## src/rtl/regfile_write_arbiter.sv

```systemverilog
// regfile_write_arbiter
//   Owns the single write port of the register file. After reset it clears
//   every register with a zero-write sweep. It then shares the port between
//   two writeback requesters (A = ALU, B = load) using valid/ready handshakes
//   and round-robin arbitration. The write port is registered, so a transfer
//   accepted in cycle N writes the register file on edge N+1.
//
//   state | meaning
//   ------+---------------------------------------------------------------
//   INIT  | clear sweep: one zero-write per cycle to index init_cnt
//   RUN   | arbitrate A/B; winner's reg/data drive the port on next edge
//
// Ports
//   clk, rst              clock, asynchronous active-low reset
//   a_valid/a_reg/a_data  requester A write request
//   a_ready               A accepted this cycle (combinational)
//   b_valid/b_reg/b_data  requester B write request
//   b_ready               B accepted this cycle (combinational)
//   writeReg/writeData    register file write index/data (registered)
//   regWrite              register file write enable (registered)
//   init_done             clear sweep complete (registered, sticky)
//   last_grant            most recent accepted requester, 0=A 1=B (registered)
module regfile_write_arbiter #(
  parameter int NUM_REGS         = 32,
  parameter int ADDR_W           = 5,
  parameter int DATA_W           = 32,
  parameter int ZERO_REG_DISCARD = 1
) (
  input  logic              clk,
  input  logic              rst,
  input  logic              a_valid,
  input  logic [ADDR_W-1:0] a_reg,
  input  logic [DATA_W-1:0] a_data,
  output logic              a_ready,
  input  logic              b_valid,
  input  logic [ADDR_W-1:0] b_reg,
  input  logic [DATA_W-1:0] b_data,
  output logic              b_ready,
  output logic [ADDR_W-1:0] writeReg,
  output logic [DATA_W-1:0] writeData,
  output logic              regWrite,
  output logic              init_done,
  output logic              last_grant
);

  typedef enum logic {INIT = 1'b0, RUN = 1'b1} state_t;

  localparam logic [ADDR_W-1:0] LAST_IDX = ADDR_W'(NUM_REGS - 1);

  state_t            state;
  state_t            state_next;
  logic [ADDR_W-1:0] init_cnt;
  logic              rr_ptr;
  logic              sweep_last;
  logic              grant_a;
  logic              grant_b;
  logic [ADDR_W-1:0] sel_reg;
  logic [DATA_W-1:0] sel_data;
  logic              sel_discard;

  assign sweep_last = (init_cnt == LAST_IDX);

  always_ff @(posedge clk or negedge rst) begin
    if (!rst) begin
      state <= INIT;
    end else begin
      state <= state_next;
    end
  end

  always_comb begin
    state_next = state;
    grant_a    = 1'b0;
    grant_b    = 1'b0;
    case (state)
      INIT: begin
        if (sweep_last) begin
          state_next = RUN;
        end
      end
      RUN: begin
        if (a_valid && b_valid) begin
          // rr_ptr names the requester favoured on a tie.
          grant_a = ~rr_ptr;
          grant_b = rr_ptr;
        end else begin
          grant_a = a_valid;
          grant_b = b_valid;
        end
      end
      default: state_next = INIT;
    endcase
  end

  assign a_ready = grant_a;
  assign b_ready = grant_b;

  assign sel_reg     = grant_b ? b_reg  : a_reg;
  assign sel_data    = grant_b ? b_data : a_data;
  // A write to register 0 is still handshaken so the requester can move on.
  assign sel_discard = (ZERO_REG_DISCARD != 0) && (sel_reg == '0);

  always_ff @(posedge clk or negedge rst) begin
    if (!rst) begin
      init_cnt   <= '0;
      rr_ptr     <= 1'b0;
      writeReg   <= '0;
      writeData  <= '0;
      regWrite   <= 1'b0;
      init_done  <= 1'b0;
      last_grant <= 1'b0;
    end else if (state == INIT) begin
      writeReg  <= init_cnt;
      writeData <= '0;
      regWrite  <= 1'b1;
      init_cnt  <= init_cnt + ADDR_W'(1);
    end else begin
      init_done <= 1'b1;
      if (grant_a || grant_b) begin
        writeReg   <= sel_reg;
        writeData  <= sel_data;
        regWrite   <= ~sel_discard;
        last_grant <= grant_b;
        rr_ptr     <= ~grant_b;
      end else begin
        regWrite <= 1'b0;
      end
    end
  end

endmodule

```

## config.mk

```make
export PLATFORM = sky130hd
export DESIGN_NAME = regfile_write_arbiter
export DESIGN_NICKNAME = d
export VERILOG_FILES = /design/src/rtl/regfile_write_arbiter.sv
export SDC_FILE = /design/constraint.sdc
export NUM_CORES = 1
export LEC_CHECK = 0
export BUFFER_PORTS_ARGS = -buffer_cell sky130_fd_sc_hd__buf_4
export CAP_MARGIN = 20
export CORE_MARGIN = 10
export CORE_UTILIZATION = 25
export DETAILED_ROUTE_END_ITERATION = 8
export PLACE_DENSITY = 0.52
export SYNTH_ARGS = -nofsm -noshare
export SYNTH_HDL_FRONTEND = slang
export SYNTH_SLANG_ARGS = --single-unit
```

## constraint.sdc

```tcl
create_clock -name clk -period 2.1 [get_ports clk]
set_clock_uncertainty 0.2 [all_clocks]
set_input_delay 0.42 -clock clk [delete_from_list [all_inputs] [get_ports clk]]
set_output_delay 0.42 -clock clk [all_outputs]
set_load 0.005 [all_outputs]
```

==> results of run 1 <==
## layout make-up
type / count / area [um2] / area share [%]
sequential: 47 / 1180 / 35.0
multi-input combinational: 141 / 981 / 29.1
timing repair buffer: 125 / 953 / 28.3
tap: 108 / 135 / 4.01
clock buffer: 8 / 100 / 2.97
inverter: 5 / 18.8 / 0.558
## final timing paths
check / startpoint / slack (ns) / depth (start not counted) / to
setup / recovery: rr_ptr / 0.26 / 4 / b_ready
hold / removal: b_valid / 0.19 / 2 / rr_ptr
setup reg to reg: rr_ptr / 0.38 / 5 / writeData[28]
hold reg to reg: init_done / 0.28 / 1 / init_done
max in group asynchronous: rst / 0.77 / 2 / state
min in group asynchronous: rst / 0.48 / 2 / regWrite
## flip-flops by register name (all words and copies together) (netlist names)
name        count
writeReg        5
regWrite        1
state           1
writeData      32
last_grant      1
init_cnt        5
init_done       1
rr_ptr          1
## metal layers
metal  track usage, %  vias up
met3             4.50        2
met1             12.5      901
met5                0        -
met2             16.9       66
met4             2.28        0
li1                 -      985
## power by group
part	switching [mW]	internal [mW]
Sequential	0.0499	0.993
Clock	0.296	0.301
Combinational	0.210	0.300
Total	0.556	1.59
## layout by cell type, fill, tap and decap left out
| master | n |
|---|---|
| mux2_2 | 3 |
| ha_1 | 2 |
| o41ai_1 | 2 |
| dfrtp_2 | 1 |
| o21ai_1 | 33 |
| nand2b_1 | 1 |
| nor2b_1 | 2 |
| xnor2_1 | 3 |
| nor2_1 | 1 |
| dfrtp_1 | 46 |
| nand2_1 | 4 |
| and2_1 | 1 |
| dlygate4sd3_1 | 1 |
| o21ai_4 | 1 |
| buf_4 | 123 |
| mux2i_1 | 37 |
| a31oi_1 | 1 |
| clkbuf_1 | 1 |
| inv_2 | 1 |
| nand3_1 | 36 |
| and3_1 | 1 |
| buf_12 | 1 |
| o21ai_0 | 1 |
| or2_2 | 2 |
| inv_1 | 4 |
| nand3_2 | 1 |
| clkbuf_8 | 7 |
| o221ai_1 | 3 |
| a21oi_1 | 3 |
| a41oi_1 | 1 |
| o22ai_1 | 2 |
## timing repair
| item | 4_1_cts | 5_1_grt |
|---|---|---|
| setup endpoints to repair | 0 | 0 |
| hold endpoints to repair | 47 | 0 |
| hold buffers | 1 | 0 |
## worst register-to-register path, stage by stage (launching register included)
cell and delay [ns]:
dfrtp_1 0.41, nand2b_1 0.20, nand3_2 0.14, buf_4 0.32, mux2i_1 0.26, o21ai_1 0.07
## logic make-up (layout without fill, tap and decap cells)
| logic type | count (synthesis) | count (layout) | share of synthesized area (%) |
|---|---|---|---|
| flops | 47 | 47 | 51.6 |
| buf+inv | 23 | 138 | 5.66 |
| xor+xnor | 3 | 3 | 1.15 |
| compound gates | 47 | 47 | 11.6 |
| simple gates | 49 | 49 | 11.1 |
| fa+ha+maj | 2 | 2 | 1.10 |
| mux | 40 | 40 | 17.7 |
==> run_results.csv, run 1 <==
group,metric,value,unit
yosys,synth_top_cell_by_area,"dfrtp_1",
clock_network,path_clk_slew,0.09,ns
critical_path,crit_path_cell_trace,"nand2b_1, nand3_2, inv_2, buf_4",
yosys,ys_warn_count,0,
critical_path,crit_path_end_kind,"output pin",
yosys,synth_most_common_cell,"dfrtp_1",
timing,setup_viol,0,
critical_path,cp_top_family,"flip-flops",
cells_and_area,postLayoutCellArea,3370,um2
grt,grt_pass1_wl,11300,um
power,finalPower,2.15,mW
detailed_routing,drc,0,
critical_path,cp_max_fo,4,
yosys,synth_cell_types,30,
clock_network,tritoncts,"done",
detailed_routing,drt-pass1-iter-count,4,
cells_and_area,syn_to_final_growth,47.7,%
run_status,status,"completed",
grt,antenna_found_initial,0,
clock_network,clockBufferDepth,2,
critical_path,crit_path_top_delay_cell,"dfrtp_1",
timing,tightestPinTransition,0.629,ns
power,power.leakage,1.67,nW
timing,fin_crit,1.84,ns
timing,fin_ws,0.260,ns
yosys,synthFlopType,"dfrtp_1",
cells_and_area,utilization,38.2,%
placement,dp_cells,425,
placement,post-place-ws,0.314,ns
yosys,synth_area,2280,um2
cells_and_area,antenna_cells,0,
cells_and_area,final_cell_count_no_fill,434,
yosys,synth_top_area_share,51.6,%
yosys,synth.ff_latch_count,47,
detailed_routing,drt_iter0_drc,51,
critical_path,startpoint_type,"register",
clock_network,cts-root-buf,"clkbuf_8",
clock_network,post-cts-setup-buffer-count,0,
critical_path,worst-path-buf-inv,2,
yosys,seq_area_frac_synth,51.6,%
timing,hold_viol_final,0,
placement,port-buffer-count,119,
yosys,synth-edff-count,0,
grt,gr-total-overflow,0,
floorplan,core,8810,um2
yosys,ys_async_sr_fraction,100,%
timing,maxSlewHeadroom,58.1,%
floorplan,start_util,25.9,%
yosys,yosys-top-cells-area,"dfrtp_1 52%, mux2i_1 16%, nand3_1 7.9%",
floorplan,num_rows,34,
power,ir_drop,0.228,mV
cells_and_area,drive_above_1_share,42.9,%
timing,fin_crit_sh,87.6,%
timing,rsz0062_at_grt,"no",
critical_path,critPathArrivalTime,1.22,ns
clock_network,htree_levels,2,
critical_path,max_stage_delay,0.41,ns
clock_network,cts-resized-gates,0,
timing,clock.fmax,544,MHz
placement,globalplace.congestion,0.703,
detailed_routing,routedWlPerCell,16.1,um
placement,dp_hpwl,5370,um
detailed_routing,met1Wirelength,2850,um
grt,grt_usage,10.4,%
detailed_routing,vias_per_cell,4.50,
yosys,synth_nets,291,
timing,slew_viol_final,0,
cells_and_area,nNetsFinal,405,
detailed_routing,routed.top_layer,"met4",
grt,grt_max_degree,48,
detailed_routing,vias,1954,
timing,setup-tns-final,0,ns
clock_network,insertion_delay,0.29,ns
detailed_routing,ant_nets,0,
cells_and_area,fillers,911,
placement,place_area,3260,um2
detailed_routing,dr_wl_met2,3490,um
yosys,synth_common_cells,"47 x dfrtp_1, 37 x mux2i_1, 36 x nand3_1, 33 x o21ai_1, 7 x clkbuf_1",
power,power_density,639,nW/um2
floorplan,fp.dieH,115,um
critical_path,crit_required,1.48,ns
grt,grt_pass1_vias,2097,
floorplan,fp.dieW,115,um
worst_hold_path,hold_class,"in2reg",
yosys,synth_area_per_cell,10.8,um2
critical_path,critPathKind,"reg2out",
job,max_cap_viol_count,0,
detailed_routing,routed_wl,7000,um
yosys,synthCells,211,
floorplan,dieArea,13300,um2
clock_network,cts.sinks,47,
detailed_routing,met3WireLength,630,um
timing,fin_hold_ws,0.192,ns
floorplan,pin_count,120,
clock_network,cts_buffers,5,
Note: power is estimated with default switching activity, not from simulation.
==> run 2, diff against run 1 <==
Settings changed: REMOVE_ABC_BUFFERS from default to 1.
==> run_results.csv, run 2 (same netlist as run 1, synthesis figures left out) <==
group,metric,value,unit
cells_and_area,antenna_cells,0,
detailed_routing,drt-pass1-iter-count,4,
worst_hold_path,hold_class,"in2reg",
clock_network,htree_levels,2,
clock_network,clockBufferDepth,2,
cells_and_area,final_common_cell,"buf_4",
cells_and_area,drive_above_1_share,43.3,%
critical_path,reg2reg_depth,4,
grt,grt_pass1_wl,11200,um
power,finalPower,2.11,mW
clock_network,cts-root-buf,"clkbuf_8",
critical_path,critPathArrivalTime,1.38,ns
worst_hold_path,worstHoldStart,"b_valid",
timing,tightestPinTransition,0.624,ns
detailed_routing,drc,0,
clock_network,cts_buffers,5,
timing,clock.fmax,501,MHz
cells_and_area,nNetsFinal,405,
worst_hold_path,hold-path-endpoint,"rr_ptr",
timing,slew_viol_final,0,
detailed_routing,routedWlPerCell,16.2,um
clock_network,tritoncts,"done",
clock_network,cts.sinks,47,
critical_path,crit_path_end_kind,"output pin",
power,ir_drop,0.209,mV
critical_path,r2r-start,"state",
detailed_routing,ant_nets,0,
cells_and_area,fillers,897,
grt,gr-total-overflow,0,
cells_and_area,largest_reg_flops,32,
cells_and_area,syn_to_final_growth,48.7,%
critical_path,startpoint_type,"register",
placement,dp_hpwl,5230,um
detailed_routing,routed.top_layer,"met4",
clock_network,insertion_delay,0.29,ns
floorplan,pin_count,120,
placement,post-place-ws,0.306,ns
timing,fin_crit,2.00,ns
detailed_routing,vias_per_cell,4.55,
grt,antenna_found_initial,0,
power,power.leakage,1.68,nW
floorplan,start_util,25.9,%
timing,fin_ws,0.102,ns
floorplan,fp.dieW,115,um
detailed_routing,met3WireLength,809,um
cells_and_area,layout_common_cells,"120 x buf_4, 46 x dfrtp_1, 37 x mux2i_1",
cells_and_area,regMostFlops,"writeData",
grt,grt_usage,10.4,%
detailed_routing,drt_iter0_drc,29,
floorplan,num_rows,34,
clock_network,path_clk_slew,0.09,ns
cells_and_area,top_regs,"writeData x32, init_cnt x5, writeReg x5",
floorplan,fp.dieH,115,um
detailed_routing,dr_wl_met2,3020,um
critical_path,cp_max_fo,12,
detailed_routing,vias,1976,
critical_path,reg2reg_setup_slack,0.42,ns
critical_path,crit_required,1.48,ns
timing,setup_viol,0,
detailed_routing,routed_wl,7020,um
detailed_routing,met1Wirelength,3140,um
critical_path,r2r_end,"writeReg[4]",
floorplan,core,8810,um2
placement,port-buffer-count,119,
power,power_density,623,nW/um2
job,max_cap_viol_count,0,
cells_and_area,utilization,38.5,%
timing,hold_viol_final,0,
grt,grt_max_degree,70,
worst_hold_path,min_path_cells,2,
timing,rsz0062_at_grt,"no",
timing,fin_crit_sh,95.1,%
timing,maxSlewHeadroom,58.4,%
grt,grt_pass1_vias,2140,
placement,globalplace.congestion,0.765,
run_status,status,"completed",
critical_path,startpoint,"state",
floorplan,dieArea,13300,um2
critical_path,critPathKind,"reg2out",
run 2: cell count changes in the layout (fill, tap and decap cells not counted), sizes merged:
cell	delta
clkinv	+3
clkbuf	-3
run 2: critical path, stage by stage, from the launching register on:
cell     delay, ns
dfrtp_2       0.54
nand3_2       0.30
inv_2         0.12
buf_4         0.11
run 2: metrics by stage:
| step | hold WS [ns] | TNS, ns | area, um2 | instances |
|---|---|---|---|---|
| 6_report | 0.176 | 0 | 3390 | 434 |
| 3_3_place_gp | 0.254 | 0 | 3290 | 425 |
| 5_1_grt | 0.174 | 0 | 3390 | 434 |
| 3_5_place_dp | 0.252 | 0 | 3290 | 425 |
| 4_1_cts | 0.164 | 0 | 3390 | 434 |
| 2_1_floorplan | -0.0756 | -36.15 | 2170 | 193 |
run 2: layout make-up:
class                           count  area, um2  area share (%)
Inverter                            5       18.8           0.554
Tap cell                          108        135            3.99
Timing Repair Buffer              125        991            29.3
Clock buffer                        5       68.8            2.03
Multi-Input combinational cell    141        981            29.0
Clock inverter                      3       15.0           0.443
Sequential cell                    47       1180            34.8
run 2: worst max path at each step:
| stage | depth (start not counted) | slack (ns) | endpoint |
|---|---|---|---|
| finish | 3 | 0.10 | b_ready |
| global route | 3 | 0.007 | b_ready |
| CTS | 3 | 0.08 | b_ready |
| detailed placement | 5 | 0.31 | b_ready |
| global placement | 5 | 0.32 | b_ready |
| floorplan | 3 | -0.97 | writeReg[1] |
run 2: layer usage:
layer  vias up  GRT usage (%)
li1        987              -
met1       904           12.8
met2        80           15.9
met3         5           5.17
met4         0           2.53
met5         -              0
run 2: what timing repair did:
action                                 in CTS  in global routing
buffers inserted                            0                  0
endpoints found under the hold margin      47                  0
gates resized for setup                     0                  0
hold buffers                                1                  0
run 2: power by group:
group	leakage [nW]	switching [mW]	total (mW)	internal, mW
sequential	0.562	0.0492	1.04	0.993
combinational	1.07	0.211	0.519	0.308
clock	0.0477	0.321	0.550	0.229
total	1.68	0.581	2.11	1.53
